==> config.mk <==
export PLATFORM = sky130hd
export DESIGN_NAME = audio_i2s_tx
export DESIGN_NICKNAME = d
export VERILOG_FILES = /design/src/rtl/audio_pkg.sv /design/src/rtl/audio_i2s_fifo.sv /design/src/rtl/audio_i2s_tx.sv
export SDC_FILE = /design/constraint.sdc
export NUM_CORES = 1
export LEC_CHECK = 0
export BUFFER_PORTS_ARGS = -buffer_cell sky130_fd_sc_hd__buf_4
export CAP_MARGIN = 20
export CORE_ASPECT_RATIO = 1.25
export CORE_UTILIZATION = 60
export DETAILED_ROUTE_END_ITERATION = 7
export PLACE_DENSITY_LB_ADDON = 0.08
export REMOVE_ABC_BUFFERS = 1
export SYNTH_ARGS = -nofsm -noshare
export SYNTH_HDL_FRONTEND = slang
export SYNTH_SLANG_ARGS = --single-unit
==> constraint.sdc <==
create_clock -name clk_audio -period 3.8 [get_ports clk_audio]
set_input_delay 0.19 -clock clk_audio [delete_from_list [all_inputs] [get_ports clk_audio]]
set_output_delay 0.19 -clock clk_audio [all_outputs]
set_load 0.02 [all_outputs]
==> src/rtl/audio_pkg.sv <==
// Shared constants, sample-pair type and slot-bit helper for the I2S transmitter.
package audio_pkg;

  localparam int FRAME_CYCLES = 256;
  localparam int SLOT_BITS    = 32;
  localparam int SCLK_DIV     = 4;
  localparam int MAX_SAMPLE_W = 32;

  // Samples narrower than MAX_SAMPLE_W sit in the low bits, zero-extended.
  typedef struct packed {
    logic [MAX_SAMPLE_W-1:0] left;
    logic [MAX_SAMPLE_W-1:0] right;
  } stereo_sample_t;

  // Slot 0 is the I2S delay bit; slots 1..width carry the sample MSB first.
  function automatic logic slot_bit(input logic [MAX_SAMPLE_W-1:0] sample,
                                    input logic [4:0]              slot,
                                    input int                      width);
    logic [4:0] idx;
    slot_bit = 1'b0;
    idx      = 5'(width - int'(slot));
    if (slot != 5'd0 && int'(slot) <= width) begin
      slot_bit = sample[idx];
    end
  endfunction

endpackage

==> src/rtl/audio_i2s_fifo.sv <==
// Synchronous sample-pair FIFO with full/empty flags and a registered head word.
module audio_i2s_fifo #(
  parameter int WIDTH = 32,
  parameter int DEPTH = 4
) (
  input  logic             clk,
  input  logic             reset_n,
  input  logic             push,
  input  logic [WIDTH-1:0] wdata,
  input  logic             pop,
  output logic [WIDTH-1:0] rdata,
  output logic             full,
  output logic             empty
);

  localparam int AW = (DEPTH > 1) ? $clog2(DEPTH) : 1;

  logic [WIDTH-1:0] mem [DEPTH];
  logic [WIDTH-1:0] head_q;
  logic [AW-1:0]    wr_ptr;
  logic [AW-1:0]    rd_ptr;
  logic [AW-1:0]    rd_ptr_inc;
  logic [AW:0]      count;
  logic             do_push;
  logic             do_pop;

  assign full       = (count == (AW+1)'(DEPTH));
  assign empty      = (count == '0);
  assign do_push    = push && !full;
  assign do_pop     = pop && !empty;
  assign rd_ptr_inc = rd_ptr + AW'(1);
  assign rdata      = head_q;

  always_ff @(posedge clk) begin
    if (do_push) begin
      mem[wr_ptr] <= wdata;
    end
  end

  always_ff @(posedge clk or negedge reset_n) begin
    if (!reset_n) begin
      wr_ptr <= '0;
      rd_ptr <= '0;
      count  <= '0;
      head_q <= '0;
    end else begin
      if (do_push) begin
        wr_ptr <= wr_ptr + AW'(1);
      end
      if (do_pop) begin
        rd_ptr <= rd_ptr_inc;
      end
      case ({do_push, do_pop})
        2'b10:   count <= count + (AW+1)'(1);
        2'b01:   count <= count - (AW+1)'(1);
        default: count <= count;
      endcase
      // Head always mirrors the entry at the read pointer after the edge,
      // including the write that lands in a FIFO that is draining to empty.
      if (do_pop && do_push && count == (AW+1)'(1)) begin
        head_q <= wdata;
      end else if (do_pop) begin
        head_q <= mem[rd_ptr_inc];
      end else if (do_push && empty) begin
        head_q <= wdata;
      end
    end
  end

endmodule

==> src/rtl/audio_i2s_tx.sv <==
// I2S serializer: 256-cycle frame counter, shadow sample pair, slot mux and pin flops.
// Optional feature macro: AUDIO_I2S_UNDERRUN_CNT_EN builds the saturating underrun counter.
module audio_i2s_tx
  import audio_pkg::*;
#(
  parameter int SAMPLE_W   = 16,
  parameter int FIFO_DEPTH = 4
) (
  input  logic                clk_audio,
  input  logic                reset_n,
  input  logic                s_valid,
  output logic                s_ready,
  input  logic [SAMPLE_W-1:0] s_left,
  input  logic [SAMPLE_W-1:0] s_right,
  output logic                audio_sclk,
  output logic                audio_lrck,
  output logic                audio_dac,
  output logic                underrun,
  output logic [15:0]         underrun_count
);

  localparam int CNT_W    = $clog2(FRAME_CYCLES);
  localparam int SCLK_BIT = $clog2(SCLK_DIV) - 1;
  localparam int SLOT_W   = $clog2(SLOT_BITS);

  logic [CNT_W-1:0]      cnt;
  logic [CNT_W-1:0]      cnt_next;
  logic                  frame_end;
  logic                  rst_done_q;
  logic                  fifo_push;
  logic                  fifo_pop;
  logic                  fifo_full;
  logic                  fifo_empty;
  logic [2*SAMPLE_W-1:0] fifo_head;
  stereo_sample_t        shadow_q;
  stereo_sample_t        shadow_next;
  logic [SLOT_W-1:0]     slot_next;
  logic                  dac_next;
  logic                  sclk_q;
  logic                  lrck_q;
  logic                  dac_q;

  // Handshake: a pair transfers on every rising clk_audio edge where s_valid
  // and s_ready are both high; s_ready depends only on registered FIFO state.
  assign s_ready   = rst_done_q && !fifo_full;
  assign fifo_push = s_valid && s_ready;
  assign frame_end = (cnt == {CNT_W{1'b1}});
  assign fifo_pop  = frame_end && !fifo_empty;
  assign underrun  = frame_end && fifo_empty;
  assign cnt_next  = cnt + CNT_W'(1);

  audio_i2s_fifo #(
    .WIDTH (2*SAMPLE_W),
    .DEPTH (FIFO_DEPTH)
  ) u_fifo (
    .clk     (clk_audio),
    .reset_n (reset_n),
    .push    (fifo_push),
    .wdata   ({s_left, s_right}),
    .pop     (fifo_pop),
    .rdata   (fifo_head),
    .full    (fifo_full),
    .empty   (fifo_empty)
  );

  // At frame end the shadows take the FIFO head, or mute when nothing is queued.
  always_comb begin
    shadow_next = shadow_q;
    if (frame_end) begin
      shadow_next = '0;
      if (!fifo_empty) begin
        shadow_next.left  = MAX_SAMPLE_W'(fifo_head[2*SAMPLE_W-1:SAMPLE_W]);
        shadow_next.right = MAX_SAMPLE_W'(fifo_head[SAMPLE_W-1:0]);
      end
    end
  end

  // Pins are registered from next-cycle values so all three change together.
  always_comb begin
    slot_next = cnt_next[SCLK_BIT+SLOT_W:SCLK_BIT+1];
    dac_next  = slot_bit(cnt_next[CNT_W-1] ? shadow_next.right : shadow_next.left,
                         slot_next, SAMPLE_W);
  end

  always_ff @(posedge clk_audio or negedge reset_n) begin
    if (!reset_n) begin
      cnt        <= '0;
      rst_done_q <= 1'b0;
      shadow_q   <= '0;
      sclk_q     <= 1'b0;
      lrck_q     <= 1'b0;
      dac_q      <= 1'b0;
    end else begin
      cnt        <= cnt_next;
      rst_done_q <= 1'b1;
      shadow_q   <= shadow_next;
      sclk_q     <= cnt_next[SCLK_BIT];
      lrck_q     <= cnt_next[CNT_W-1];
      dac_q      <= dac_next;
    end
  end

  assign audio_sclk = sclk_q;
  assign audio_lrck = lrck_q;
  assign audio_dac  = dac_q;

`ifdef AUDIO_I2S_UNDERRUN_CNT_EN
  logic [15:0] urun_cnt_q;

  always_ff @(posedge clk_audio or negedge reset_n) begin
    if (!reset_n) begin
      urun_cnt_q <= '0;
    end else if (underrun && urun_cnt_q != 16'hFFFF) begin
      urun_cnt_q <= urun_cnt_q + 16'd1;
    end
  end

  assign underrun_count = urun_cnt_q;
`else
  assign underrun_count = '0;
`endif

endmodule

==> summary.md <==
| Metric | Value |
|---|---|
| Max Clk Rate | 314 MHz |
| WHS | 227 ps |
| DIE HEIGHT | 141 µm |
| Largest net degree at the start of global routing | 49 |
| Mean Syn Cell Area | 14.7 µm² |
| Crit Reg-Reg Endpoint | audio_dac$_DFF_PN0_ |
| CP arrival | 3560 ps |
| WL/cell | 19.3 µm |
| Post-synthesis cell type count | 49 |
| CTS Buffer Depth | 3 |
| DP Wirelength | 10600 µm |
| Unrepaired setup endpoints after global routing | no |
| Worst hold path class | in2async |
| Post-route cell area | 10800 µm² |
| Crit path capture type | register |
| ANT nets after route | 0 |
| Placed insts | 825 |
| Worst Tran Pin Value | 667 ps |
| Final Max Slew Viols | 0 |
| Register area | 6070 µm² |
| GR Overflow Total | 0 |
| Initial antenna violation count | 0 |
| Core ar. | 15000 µm² |
| Lkg Pwr | 4.16 nW |
| M2 GR Usage | 0.377 |
| Ant. Diodes | 0 |
| M1 GR Usage | 0.319 |
| Cell Area, Synth | 9220 µm² |
| First-pass DRT Iterations | 5 |
| Row count | 50 |
| Synth area leader | edfxtp_1 |
| Final Non-Filler Cells | 895 |
| Fraction of layout cells with a size suffix above 1 | 0.187 |
| DR iter-0 viols | 343 |
| Final Hold Fails | 0 |
| Number of setup violations in the final report | 0 |
| Dpl ws | 671 ps |
| First-pass GRT wire length | 28100 µm |
| Reg-to-Reg Start | cnt[1]$_DFF_PN0_ |
| Met3 Resource Use GR | 0.0340 |
| Vias per cell | 5.87 |
| Busiest layer in global routing | met2 |
| Die Wd | 113 µm |
| R2r worst-path depth | 9 |
| Clock Latency Late Sink | 490 ps |
| Synth area leaders | edfxtp_1, dfrtp_1, mux4_2 |
| H-tree levels | 1 |
| Multi-input gate area | 2840 µm² |
| Crit-path max FO | 48 |
| Clock-pin slew on the worst setup and hold paths | 70 ps |
| Number of synthesized flops with an enable pin | 128 |
| DRC | 0 |
| Maxcap violations | 0 |
| Setup ws final | 616 ps |
| Port buffer count | 39 |
| Vias in the first global route | 5430 |
| Max VDD drop | 0.392 mV |
| Filler cells | 1008 |
| Reg2reg setup slack | 620 ps |
| Tcrit/Tclk final | 0.838 |
| Top-level port count | 56 |
| Rel. slew slack | 0.556 |
| Startpoint types | register |
| Mapped Cells | 629 |
| Hold_buf cts | 33 |
| Clock root cell | clkbuf_16 |
| Final min period | 3180 ps |
| Pwr Density | 458 nW/µm² |
| Clock sinks | 217 |
| Die area | 15900 µm² |
| Yosys reg bits | 217 |
| Via count | 5250 |
| GPL Wtd Cong | 0.950 |
| Most frequent cells after synthesis | edfxtp_1, dfrtp_1, o21ai_0 |
| Starting Density | 0.614 |
| Area post-placement | 9650 µm² |
| Sequential share of the synthesized area | 0.659 |
| Yosys top cell area share | 0.417 |
| Status | complete, no violations |
| Post-cts resize count | 0 |
| Kind of critical path | reg2reg |
| CTS tree | built |
| Area grow syn2layout | 16.7% |
| Most numerous cell in the Yosys netlist | edfxtp_1 |
| Global-route usage over all layers | 0.229 |
| Fin Clk Skew | 8.91 ps |
| Total CTS buffers | 21 |
| Top_reg_cell synth | edfxtp_1 |
| Nets | 746 |
| FFs w/ async S/R, synth | 0.410 |
| Total power | 0.00492 W |
| Worst endpoint required time | 4180 ps |
| Synth warn | 0 |
| Final wirelength | 17200 µm |
| Post-CTS Setup Bufs | 0 |
-- critical path, cell delays in order, from the launching register on --
cell       delay, ps
dfrtp_1          420
ha_1             260
and3_1           370
nand2_1          350
buf_4            430
a21boi_0         200
mux4_2           500
o2111ai_1        180
a21oi_1          110
o41ai_2          230
-- how the worst max path moves through the flow --
stage	startpoint	endpoint	depth (start not counted)
final	cnt[1]$_DFF_PN0_	audio_dac$_DFF_PN0_	9
after global routing	cnt[1]$_DFF_PN0_	audio_dac$_DFF_PN0_	9
after CTS	cnt[1]$_DFF_PN0_	audio_dac$_DFF_PN0_	9
after detailed placement	cnt[1]$_DFF_PN0_	audio_dac$_DFF_PN0_	9
after global placement	cnt[1]$_DFF_PN0_	audio_dac$_DFF_PN0_	9
after floorplan	u_fifo.count[0]$_DFFE_PN0P_	u_fifo.rdata[0]$_DFFE_PN0P_	9
-- power by group --
part           total (W)  leakage (nW)  internal [W]  switching (W)
logic           0.000115          1.43     0.0000513      0.0000638
registers        0.00250          2.36       0.00250   0.0000000934
clock network    0.00231         0.368       0.00147       0.000843
total            0.00492          4.16       0.00402       0.000907
-- placed cells by master, fill, tap and decap left out, types with 3 or more instances in the layout --
| cell type | n |
|---|---|
| inv_1 | 25 |
| o221ai_1 | 4 |
| mux2i_1 | 34 |
| conb_1 | 17 |
| nand4_1 | 16 |
| xnor2_1 | 9 |
| nand2_1 | 63 |
| clkbuf_1 | 5 |
| bufinv_16 | 6 |
| xor2_1 | 3 |
| clkbuf_16 | 21 |
| or2_2 | 3 |
| nand3_1 | 5 |
| a21boi_0 | 13 |
| and3_1 | 7 |
| dlygate4sd3_1 | 33 |
| dfrtp_1 | 88 |
| o311ai_0 | 3 |
| buf_4 | 53 |
| and2_1 | 12 |
| ha_1 | 12 |
| edfxtp_1 | 128 |
| o2111ai_1 | 6 |
| o211a_1 | 4 |
| mux4_2 | 35 |
| nor2_1 | 6 |
| o21ai_0 | 66 |
-- metal layers --
metal,up-vias,share of wire
li1,2461,-
met1,2637,0.44
met2,117,0.48
met3,35,0.048
met4,0,0.025
met5,-,0
-- cells by family (layout without fill, tap and decap cells) --
| family | after synthesis | after routing | share of synthesized area |
|---|---|---|---|
| flip-flops | 217 | 217 | 0.659 |
| XOR/XNOR | 12 | 12 | 0.0114 |
| adder cells (fa/ha/maj) | 12 | 12 | 0.0163 |
| multiplexers | 73 | 73 | 0.131 |
| other | 2 | 17 | 0.000815 |
| buffers and inverters | 82 | 151 | 0.0433 |
| AND/OR/NAND/NOR | 123 | 123 | 0.0647 |
| AO/OA/AOI/OAI | 108 | 108 | 0.0744 |
-- flip-flops by register name, indices dropped and copies added (netlist names) --
| name | flops |
|---|---|
| rst_done_q | 1 |
| shadow_q | 40 |
| u_fifo.rd_ptr | 2 |
| u_fifo.mem | 128 |
| u_fifo.rdata | 32 |
| u_fifo.count | 3 |
| audio_dac | 1 |
| u_fifo.wr_ptr | 2 |
| cnt | 8 |
-- layout make-up --
cell class              count  share of cell area
repair buffers             87              0.0696
well taps                 182              0.0212
multi-input cells         345               0.264
inverters                  27             0.00942
clock buffers              28              0.0532
clock inverters             9              0.0186
flip-flops and latches    217               0.564
-- per-stage QoR --
step            util  TNS, ps
3_3_place_gp   0.643        0
3_5_place_dp   0.643        0
6_report       0.716        0
4_1_cts        0.716        0
5_1_grt        0.716        0
2_1_floorplan      -   -25110
Power figures use the tool's default switching activity.
